==> config.mk <==
export PLATFORM = sky130hd
export DESIGN_NAME = load_store_unit
export DESIGN_NICKNAME = d
export VERILOG_FILES = /design/src/rtl/lsu_pkg.sv /design/src/rtl/lsu_lane_align.sv /design/src/rtl/load_store_unit.sv
export SDC_FILE = /design/constraint.sdc
export NUM_CORES = 1
export LEC_CHECK = 0
export CAP_MARGIN = 20
export CORE_MARGIN = 1.5
export CORE_UTILIZATION = 39
export DETAILED_ROUTE_END_ITERATION = 12
export PLACE_DENSITY = 0.72
export SETUP_SLACK_MARGIN = 0.3
export SLEW_MARGIN = 10
export SYNTH_ARGS = -nofsm -noshare
export SYNTH_HDL_FRONTEND = slang
export SYNTH_HIERARCHICAL = 1
export SYNTH_SLANG_ARGS = --single-unit
export TNS_END_PERCENT = 30
==> constraint.sdc <==
create_clock -name clk -period 1.9 [get_ports clk]
set_input_delay 0.38 -clock clk [delete_from_list [all_inputs] [get_ports clk]]
set_output_delay 0.38 -clock clk [all_outputs]
set_load 0.1 [all_outputs]
==> src/rtl/lsu_pkg.sv <==
// lsu_pkg: shared size encodings, FSM states and alignment helper for the load/store unit
package lsu_pkg;
    localparam logic [1:0] SZ_BYTE = 2'b00;
    localparam logic [1:0] SZ_HALF = 2'b01;
    localparam logic [1:0] SZ_WORD = 2'b10;
    localparam logic [1:0] SZ_ILL  = 2'b11;
    typedef enum logic [1:0] {S_IDLE, S_ACCESS, S_WRITE, S_DONE} lsu_state_e;
    function automatic logic is_misaligned(input logic [1:0] size, input logic [1:0] off);
        return (size == SZ_HALF && off[0]) || (size == SZ_WORD && off != 2'b00);
    endfunction
endpackage

==> src/rtl/lsu_lane_align.sv <==
// lsu_lane_align: load lane extraction/extension and sub-word store merge on a 32-bit word
module lsu_lane_align
    import lsu_pkg::*;
(
    input  logic [31:0] word_i,
    input  logic [15:0] wdata_i,
    input  logic [1:0]  off_i,
    input  logic [1:0]  size_i,
    input  logic        sign_ext_i,
    output logic [31:0] load_o,
    output logic [31:0] merged_o
);
    logic [15:0] h;
    logic [7:0]  b;
    logic [31:0] mask;
    // Select the addressed lane for loads; for stores, replicate the new data across lanes and splice it in under a lane mask
    always_comb begin
        h = off_i[1] ? word_i[31:16] : word_i[15:0];
        b = off_i[0] ? h[15:8] : h[7:0];
        load_o = size_i == SZ_BYTE ? {{24{sign_ext_i & b[7]}}, b} :
                 size_i == SZ_HALF ? {{16{sign_ext_i & h[15]}}, h} : word_i;
        mask = size_i == SZ_BYTE ? 32'h0000_00FF << {off_i, 3'b000} : 32'h0000_FFFF << {off_i[1], 4'b0000};
        merged_o = (word_i & ~mask) | ((size_i == SZ_BYTE ? {4{wdata_i[7:0]}} : {2{wdata_i}}) & mask);
    end
endmodule

==> src/rtl/load_store_unit.sv <==
// load_store_unit: byte/half/word loads and stores onto a word-only memory, with read-modify-write for sub-word stores
module load_store_unit
    import lsu_pkg::*;
(
    input  logic        clk,
    input  logic        reset,
    input  logic        req,
    input  logic        we,
    input  logic [1:0]  size,
    input  logic        sign_ext,
    input  logic [31:0] addr,
    input  logic [31:0] wdata,
    output logic [31:0] rdata,
    output logic        busy,
    output logic        done,
    output logic        fault,
    output logic [31:0] mem_addr,
    output logic [31:0] mem_wdata,
    output logic        mem_write,
    input  logic [31:0] mem_rdata
);
    lsu_state_e  state_q;
    logic        we_q, sign_ext_q, fault_q;
    logic [1:0]  size_q;
    logic [31:0] addr_q, wdata_q, merged_q, rdata_q;
    logic [31:0] load_val, merged;
    logic        bad;

    assign bad = is_misaligned(size, addr[1:0]) || size == SZ_ILL;

    lsu_lane_align u_align (
        .word_i     (mem_rdata),
        .wdata_i    (wdata_q[15:0]),
        .off_i      (addr_q[1:0]),
        .size_i     (size_q),
        .sign_ext_i (sign_ext_q),
        .load_o     (load_val),
        .merged_o   (merged)
    );

    // Request acceptance, access sequencing and result registers
    always_ff @(posedge clk) begin
        if (reset) begin
            state_q    <= S_IDLE;
            we_q       <= 1'b0;
            sign_ext_q <= 1'b0;
            fault_q    <= 1'b0;
            size_q     <= 2'b00;
            addr_q     <= '0;
            wdata_q    <= '0;
            merged_q   <= '0;
            rdata_q    <= '0;
        end else begin
            case (state_q)
                S_IDLE, S_DONE: begin
                    if (req) begin
                        we_q       <= we;
                        size_q     <= size;
                        sign_ext_q <= sign_ext;
                        addr_q     <= addr;
                        wdata_q    <= wdata;
                        fault_q    <= bad;
                        state_q    <= bad ? S_DONE : S_ACCESS;
                    end else begin
                        state_q <= S_IDLE;
                    end
                end
                S_ACCESS: begin
                    if (!we_q) rdata_q <= load_val;
                    merged_q <= merged;
                    state_q  <= (we_q && size_q != SZ_WORD) ? S_WRITE : S_DONE;
                end
                S_WRITE: state_q <= S_DONE;
                default: state_q <= S_IDLE;
            endcase
        end
    end

    assign rdata     = rdata_q;
    assign busy      = state_q == S_ACCESS || state_q == S_WRITE;
    assign done      = state_q == S_DONE;
    assign fault     = done && fault_q;
    assign mem_addr  = {addr_q[31:2], 2'b00};
    assign mem_wdata = state_q == S_WRITE ? merged_q : wdata_q;
    assign mem_write = !reset && ((state_q == S_ACCESS && we_q && size_q == SZ_WORD) || state_q == S_WRITE);
endmodule

==> results by group, run 1 <==
Clock tree
  – Bufs on Longest Clock Path: 2
  – Cell at the root of the clock tree: sky130_fd_sc_hd__clkbuf_16
  – Clock tree from TritonCTS: done
  – Clock net sink count: 135
  – Clock insertion delay at the later pin of the skew report: 420 ps
  – H-tree Lvls: 4
  – Number of hold buffers added after CTS: 0
  – Number of buffers inserted during clock tree synthesis: 17
  – Clock-pin transition on the worst setup and hold timing paths: 60 ps

Floorplanning
  – Total I/O pin count: 203
  – Area enclosed by the die boundary: 18000 µm²
  – Initial Util: 0.402
  – Overall die width: 134 µm
  – Die Height: 134 µm
  – Row count: 47
  – Area of the core region: 16700 µm²

Layout
  – Non-filler instance count after layout: 1194
  – Share of layout cells above drive strength 1: 0.258
  – Post-layout nets: 1068
  – Final core utilization: 0.614
  – Area Overhead vs Synth: 52.6%
  – Filler instances: 1421
  – Number of inserted diodes: 0

Power and ir drop
  – Standby leakage power: 3.97 nW
  – IR drop worst, VDD: 993 µV
  – PwrDens: 1650 nW/µm²

Critical path
  – Worst endpoint required time: 1520 ps
  – Setup Crit Path Kind: reg2out
  – Register-to-register setup slack: 300 ps
  – Crit start category: flip-flop
  – Worst endpoint data arrival time: 1800 ps
  – Critical Path Sink Type: primary output
  – Peak fanout along the critical path: 4

Synthesis
  – Synthesis-stage register bit count: 135
  – Synthesis warning total: 6
  – Fraction of synthesis flops using an asynchronous set or reset pin: 0
  – Number of enable flip-flop cells after synthesis: 0
  – Prevailing post-synth register cell: sky130_fd_sc_hd__dfxtp_1
  – Top cell types by occurrence after synthesis: 210 x sky130_fd_sc_hd__nand2_1, 135 x sky130_fd_sc_hd__dfxtp_1, 101 x sky130_fd_sc_hd__a21oi_1
  – Library cell with the largest summed area after synthesis: sky130_fd_sc_hd__dfxtp_1
  – Post-synth top area share: 0.402
  – Post-synth cell types: 44
  – Top area cells in the synthesized netlist: sky130_fd_sc_hd__dfxtp_1 40%, sky130_fd_sc_hd__nand2_1 12%, sky130_fd_sc_hd__mux2_2 8.0%
  – Cell Area, Synth: 6720 µm²
  – Syn_area_per_cell: 8.41 µm²
  – Count leader, synth: sky130_fd_sc_hd__nand2_1
  – Seq/Total Area, Yosys: 0.402
  – Synthesized instance count: 799

Global routing
  – Total congestion overflow after global routing: 0
  – Number of antenna violations at the first check in global routing: 0
  – First-pass GRT wire length: 32400 µm
  – Tot GR Track Use: 0.230
  – Maximum number of pins on one net before global-route repair: 52
  – Number of global-route vias before repair: 6107

STA
  – Final worst-path cycle share: 1.15
  – Maximum achievable frequency: 459 MHz
  – Maximum clock skew at final layout: 5.92 ps
  – Unrepaired setup endpoints after global routing: yes
  – Final Hold Fails: 0
  – Worst-case headroom to the max-slew limit: 0.654
  – Pins Over Slew Limit: 0
  – Transition at the pin with the smallest max-transition slack: 519 ps
  – Setup violations, final: 33
  – Final critical path time including I/O delays and setup: 2180 ps
  – Post-route worst setup slack: -280 ps

Placement
  – Global placer's final weighted congestion: 0.888
  – Number of buffer cells added on primary ports: 200
  – Half-perimeter wire length after placement: 14600 µm
  – Number of cells in the design after placement: 1156

Route
  – Final wirelength: 20700 µm
  – Length of the first detailed-routing pass in iterations: 5
  – Number of vias in the routed layout: 6320
  – Per-cell routed wire length: 17.3 µm
  – DR vias/cell: 5.29
  – Final ANT Viol Nets: 0
  – Detailed Route Iter0 Violations: 541
  – Detailed-route DRC error count: 0

Flow run
  – Max-capacitance violation count: 0

Run status
  – Violated checks: setup timing
  – Status: finished with violations

Worst hold path
  – Worst min-delay path class: in2reg
-- cell usage in the layout, fill, tap and decap left out, types with 4 or more instances in the layout --
cell type,count
sky130_fd_sc_hd__mux2_4,40
sky130_fd_sc_hd__nand2_1,209
sky130_fd_sc_hd__clkinvlp_4,4
sky130_fd_sc_hd__o22ai_1,16
sky130_fd_sc_hd__nor2_1,40
sky130_fd_sc_hd__dfxtp_4,4
sky130_fd_sc_hd__buf_12,74
sky130_fd_sc_hd__inv_1,4
sky130_fd_sc_hd__a22oi_1,9
sky130_fd_sc_hd__o221ai_1,8
sky130_fd_sc_hd__mux2i_1,42
sky130_fd_sc_hd__a221o_1,7
sky130_fd_sc_hd__dfxtp_1,129
sky130_fd_sc_hd__a21oi_1,98
sky130_fd_sc_hd__clkdlybuf4s50_1,101
sky130_fd_sc_hd__nor2b_1,18
sky130_fd_sc_hd__o2bb2ai_1,5
sky130_fd_sc_hd__clkbuf_16,18
sky130_fd_sc_hd__mux2_2,8
sky130_fd_sc_hd__buf_4,60
sky130_fd_sc_hd__a22o_1,18
-- routing by layer --
layer	up-vias	routed length, µm	global-route usage	share of wire
met5	-	0	0	0
li1	3017	-	-	-
met4	0	522	0.0938	0.025
met2	311	9620	0.362	0.46
met3	42	1930	0.0711	0.093
met1	2950	8620	0.293	0.42
-- stage by stage --
stage	power (mW)	setup TNS, ps	cell area [µm²]	hold slack, ps	worst slack [ps]
after global placement	13.0	0	9370	442	43.2
after floorplan	10.8	0	6910	434	173
after detailed placement	13.1	-15.0	9370	449	-14.3
after global routing	17.6	-8820	10300	352	-318
after CTS	16.8	-8040	10100	313	-298
final	16.9	-7360	10300	326	-280
-- area by class of cell --
cell class / instances / area (µm²) / share of cell area
flip-flops and latches: 135 / 2720 / 0.265
clock inverters: 8 / 97.6 / 0.00952
multi-input cells: 561 / 3610 / 0.352
clock buffers: 23 / 478 / 0.0466
inverters: 8 / 38.8 / 0.00378
repair buffers: 239 / 3030 / 0.296
well taps: 220 / 275 / 0.0268
-- worst max-delay path, cell delays in order, from the launching register on --
cell,delay (ps)
sky130_fd_sc_hd__dfxtp_4,350
sky130_fd_sc_hd__inv_4,50
sky130_fd_sc_hd__ha_4,220
sky130_fd_sc_hd__buf_12,130
sky130_fd_sc_hd__clkbuf_16,140
sky130_fd_sc_hd__mux2_4,310
sky130_fd_sc_hd__buf_12,170
-- cell families after synthesis --
| family | after synthesis | share of synthesized area |
|---|---|---|
| other | 1 | 0.000558 |
| buffers and inverters | 104 | 0.101 |
| flip-flops | 135 | 0.402 |
| multiplexers | 90 | 0.143 |
| AND/OR/NAND/NOR | 289 | 0.180 |
| AO/OA/AOI/OAI | 177 | 0.168 |
| adder cells (fa/ha/maj) | 3 | 0.00559 |
-- registers in the layout, summed over array words and instances (netlist names) --
name	cells
addr_q	32
merged_q	32
rdata	32
wdata_q	32
size_q	2
state_q	2
fault_q	1
sign_ext_q	1
we_q	1
-- final timing paths --
| check | startpoint | endpoint | depth (start not counted) |
|---|---|---|---|
| setup / recovery | state_q[0] | mem_wdata[9] | 6 |
| hold / removal | reset | state_q[1] | 3 |
| setup reg to reg | size_q[1] | merged_q[13] | 5 |
| hold reg to reg | wdata_q[28] | wdata_q[28] | 2 |
-- report_power, final --
part	internal, mW	switching, mW
combinational	3.62	6.11
sequential	3.43	0.476
clock	2.02	1.22
-- timing repair --
action,CTS,global route
endpoints found under the setup margin,160,103
pin swaps,3,7
resized for setup,29,23
setup buffers,4,0
cloned,2,1
Note: power is estimated with default switching activity, not from simulation.
==> run 2: changes to the inputs <==
--- a/config.mk
+++ b/config.mk
@@ -9,7 +9,7 @@
 export CORE_MARGIN = 1.5
 export CORE_UTILIZATION = 39
 export DETAILED_ROUTE_END_ITERATION = 12
-export PLACE_DENSITY = 0.72
+export PLACE_DENSITY = 0.68
 export SETUP_SLACK_MARGIN = 0.3
 export SLEW_MARGIN = 10
 export SYNTH_ARGS = -nofsm -noshare
==> constraint.sdc (replaced) <==
create_clock -name clk -period 1.9 [get_ports clk]
set_input_delay 0.19 -clock clk [delete_from_list [all_inputs] [get_ports clk]]
set_output_delay 0.19 -clock clk [all_outputs]
set_load 0.1 [all_outputs]
==> run 2 against run 1 <==
  * The run still ends with setup timing left
  * Non-clock buffer count fell by 3
  * Combinational power fell by 0.8%
  * Global-route usage rose by 0.060 points
  * Flip-flop and latch count did not move
  * Critical path type unchanged
  * Critical endpoint is now mem_wdata[1]
==> results by group, run 2 (synthesized netlist as in run 1, its figures left out) <==
Run status
  – Status: finished with violations (unchanged)
  – Violated checks: setup timing (unchanged)

Power and ir drop
  – Relative contribution of combinational cells to total power: 0.571 (was 0.577)
  – Standby leakage power: 3.94 nW (was 3.97 nW)
  – Clk network pwr share: 0.200 (was 0.192)
  – IR drop worst, VDD: 1690 µV (was 993 µV)
  – Reg power frac: 0.229 (was 0.231)
  – Sw power: 7.83 mW (was 7.80 mW)
  – Post-route total power: 16.9 mW (about the same)
  – PwrDens: 1700 nW/µm² (was 1650 nW/µm²)
  – Switch share: 0.463 (was 0.462)
  – Internal: 9.08 mW (was 9.07 mW)

Layout
  – Leading cell types in the layout, fill and taps excluded: 209 x sky130_fd_sc_hd__nand2_1, 129 x sky130_fd_sc_hd__dfxtp_1, 101 x sky130_fd_sc_hd__clkdlybuf4s50_1 (unchanged)
  – Area Overhead vs Synth: 48.0% (was 52.6%)
  – Most common library cell in the layout ignoring fill and taps: sky130_fd_sc_hd__nand2_1 (unchanged)
  – Filler instances: 1451 (was 1421)
  – Post-layout nets: 1065 (was 1068)
  – Fin area: 9950 µm² (was 10300 µm²)
  – Share of layout cells above drive strength 1: 0.252 (was 0.258)
  – Final core utilization: 0.596 (was 0.614)
  – Number of inserted diodes: 0 (unchanged)

STA
  – Post-Route Hold Slack: 257 ps (was 326 ps)
  – Worst-case headroom to the max-slew limit: 0.639 (was 0.654)
  – Aggregate negative setup slack: -909 ps (was -7360 ps)
  – Maximum achievable frequency: 515 MHz (was 459 MHz)
  – Setup violations, final: 28 (was 33)
  – Final Hold Fails: 0 (unchanged)
  – Pins Over Slew Limit: 0 (unchanged)
  – Final critical path time including I/O delays and setup: 1940 ps (was 2180 ps)
  – Unrepaired setup endpoints after global routing: yes (unchanged)
  – Transition at the pin with the smallest max-transition slack: 542 ps (was 519 ps)
  – Maximum clock skew at final layout: 5.27 ps (was 5.92 ps)
  – Post-route worst setup slack: -43.3 ps (was -280 ps)
  – Final worst-path cycle share: 1.02 (was 1.15)

Global routing
  – Total congestion overflow after global routing: 0 (unchanged)
  – Met2 Track Usage GR: 0.357 (was 0.362)
  – Number of global-route vias before repair: 5855 (was 6107)
  – Peak-usage layer in the global routing report: met2 (unchanged)
  – GRT met3 Usage: 0.0711 (unchanged)
  – Number of antenna violations at the first check in global routing: 0 (unchanged)
  – Met1 global-route usage: 0.297 (was 0.293)
  – Tot GR Track Use: 0.230 (about the same)
  – First-pass GRT wire length: 32500 µm (was 32400 µm)
  – Maximum number of pins on one net before global-route repair: 54 (was 52)

Route
  – Number of vias in the routed layout: 6281 (was 6320)
  – Final ANT Viol Nets: 0 (unchanged)
  – DR vias/cell: 5.27 (was 5.29)
  – Per-cell routed wire length: 17.8 µm (was 17.3 µm)
  – Detailed-route DRC error count: 0 (unchanged)
  – Length of the first detailed-routing pass in iterations: 5 (unchanged)
  – Detailed Route Iter0 Violations: 543 (was 541)
  – Final wirelength: 21200 µm (was 20700 µm)

Critical path
  – Worst path max stage delay: 340 ps (was 350 ps)
  – Setup Crit Path Kind: reg2out (unchanged)
  – Worst endpoint data arrival time: 1750 ps (was 1800 ps)
  – Peak fanout along the critical path: 7 (was 4)
  – Cell chain of the critical path: inv_2, ha_4, buf_12, buf_16, mux2_4, buf_12 (was inv_4, ha_4, buf_12, clkbuf_16, mux2_4, buf_12)
  – Critical Path Sink Type: primary output (unchanged)
  – Buffers and inverters on the worst path: 4 (unchanged)
  – Worst endpoint required time: 1710 ps (was 1520 ps)
  – Family with the most delay on the worst path: buffers and inverters (unchanged)
  – Crit start category: flip-flop (unchanged)
  – Critical path's slowest cell: sky130_fd_sc_hd__dfxtp_2 (was sky130_fd_sc_hd__dfxtp_4)
  – Most used cell, CP: sky130_fd_sc_hd__buf_12 (unchanged)

Floorplanning
  – Area of the core region: 16700 µm² (unchanged)
  – Area enclosed by the die boundary: 18000 µm² (unchanged)
  – Overall die width: 134 µm (unchanged)
  – Die Height: 134 µm (unchanged)
  – Row count: 47 (unchanged)
  – Initial Util: 0.402 (unchanged)
  – Total I/O pin count: 203 (unchanged)

Clock tree
  – H-tree Lvls: 4 (unchanged)
  – Cell at the root of the clock tree: sky130_fd_sc_hd__clkbuf_16 (unchanged)
  – Clock insertion delay at the later pin of the skew report: 420 ps (about the same)
  – Number of hold buffers added after CTS: 0 (unchanged)
  – Clock net sink count: 135 (unchanged)
  – Bufs on Longest Clock Path: 2 (unchanged)
  – Clock-pin transition on the worst setup and hold timing paths: 60 ps (about the same)
  – Clock tree from TritonCTS: done (unchanged)
  – Number of buffers inserted during clock tree synthesis: 17 (unchanged)

Worst hold path
  – Worst min-delay path class: in2reg (unchanged)

Placement
  – Half-perimeter wire length after placement: 14400 µm (was 14600 µm)
  – Total placed instance area: 8890 µm² (was 9370 µm²)
  – Number of buffer cells added on primary ports: 200 (unchanged)
  – Global placer's final weighted congestion: 0.839 (was 0.888)

Flow run
  – Max-capacitance violation count: 0 (unchanged)
run 2: worst paths after layout:
path,start,slack [ps],depth (start not counted),end
setup / recovery,state_q[0],-40,6,mem_wdata[1]
hold / removal,reset,260,2,addr_q[6]
setup reg to reg,size_q[0],240,5,merged_q[13]
hold reg to reg,wdata_q[27],450,2,wdata_q[27]
run 2: area by class of cell:
cell class                 count  area, µm²  share of cell area
tap                          220        275              0.0277
inverter                       8       33.8             0.00340
multi-input combinational    561       3620               0.364
clock buffer                  23        478              0.0481
clock inverter                 9        123              0.0123
timing repair buffer         236       2700               0.271
sequential                   135       2720               0.274
run 2: metrics by stage:
step	cells	setup WS, ps
2_1_floorplan	800	256
3_3_place_gp	1149	185
3_5_place_dp	1149	147
4_1_cts	1191	-41.0
5_1_grt	1192	-89.5
6_report	1192	-43.3
run 2: timing repair:
action                                  CTS  global route
gates cloned                              3             0
endpoints found under the setup margin  151            97
buffers inserted                          7             1
pin swaps                                 1            20
resized for setup                        52            27
run 2: power by group through the flow:
stage	Clock [mW]	Combinational, mW	Sequential [mW]
2_1_floorplan	0	6.11	4.39
3_3_place_gp	0	8.73	3.87
3_5_place_dp	0	8.76	3.89
4_1_cts	3.42	9.45	3.85
5_1_grt	3.56	10.1	3.94
6_report	3.39	9.65	3.87
run 2: metal layers:
layer | routed length, µm | part of all wire
met5 | 0 | 0
met4 | 553 | 0.026
met3 | 1940 | 0.091
met2 | 9750 | 0.46
met1 | 8950 | 0.42
run 2: worst reg2reg max path, delay by kind of cell (launching register included):
family	cells	cell delay, ps
AOI/OAI and AO/OA	2	540
muxes	1	210
DFF	1	400
and+or+nand+nor	2	400
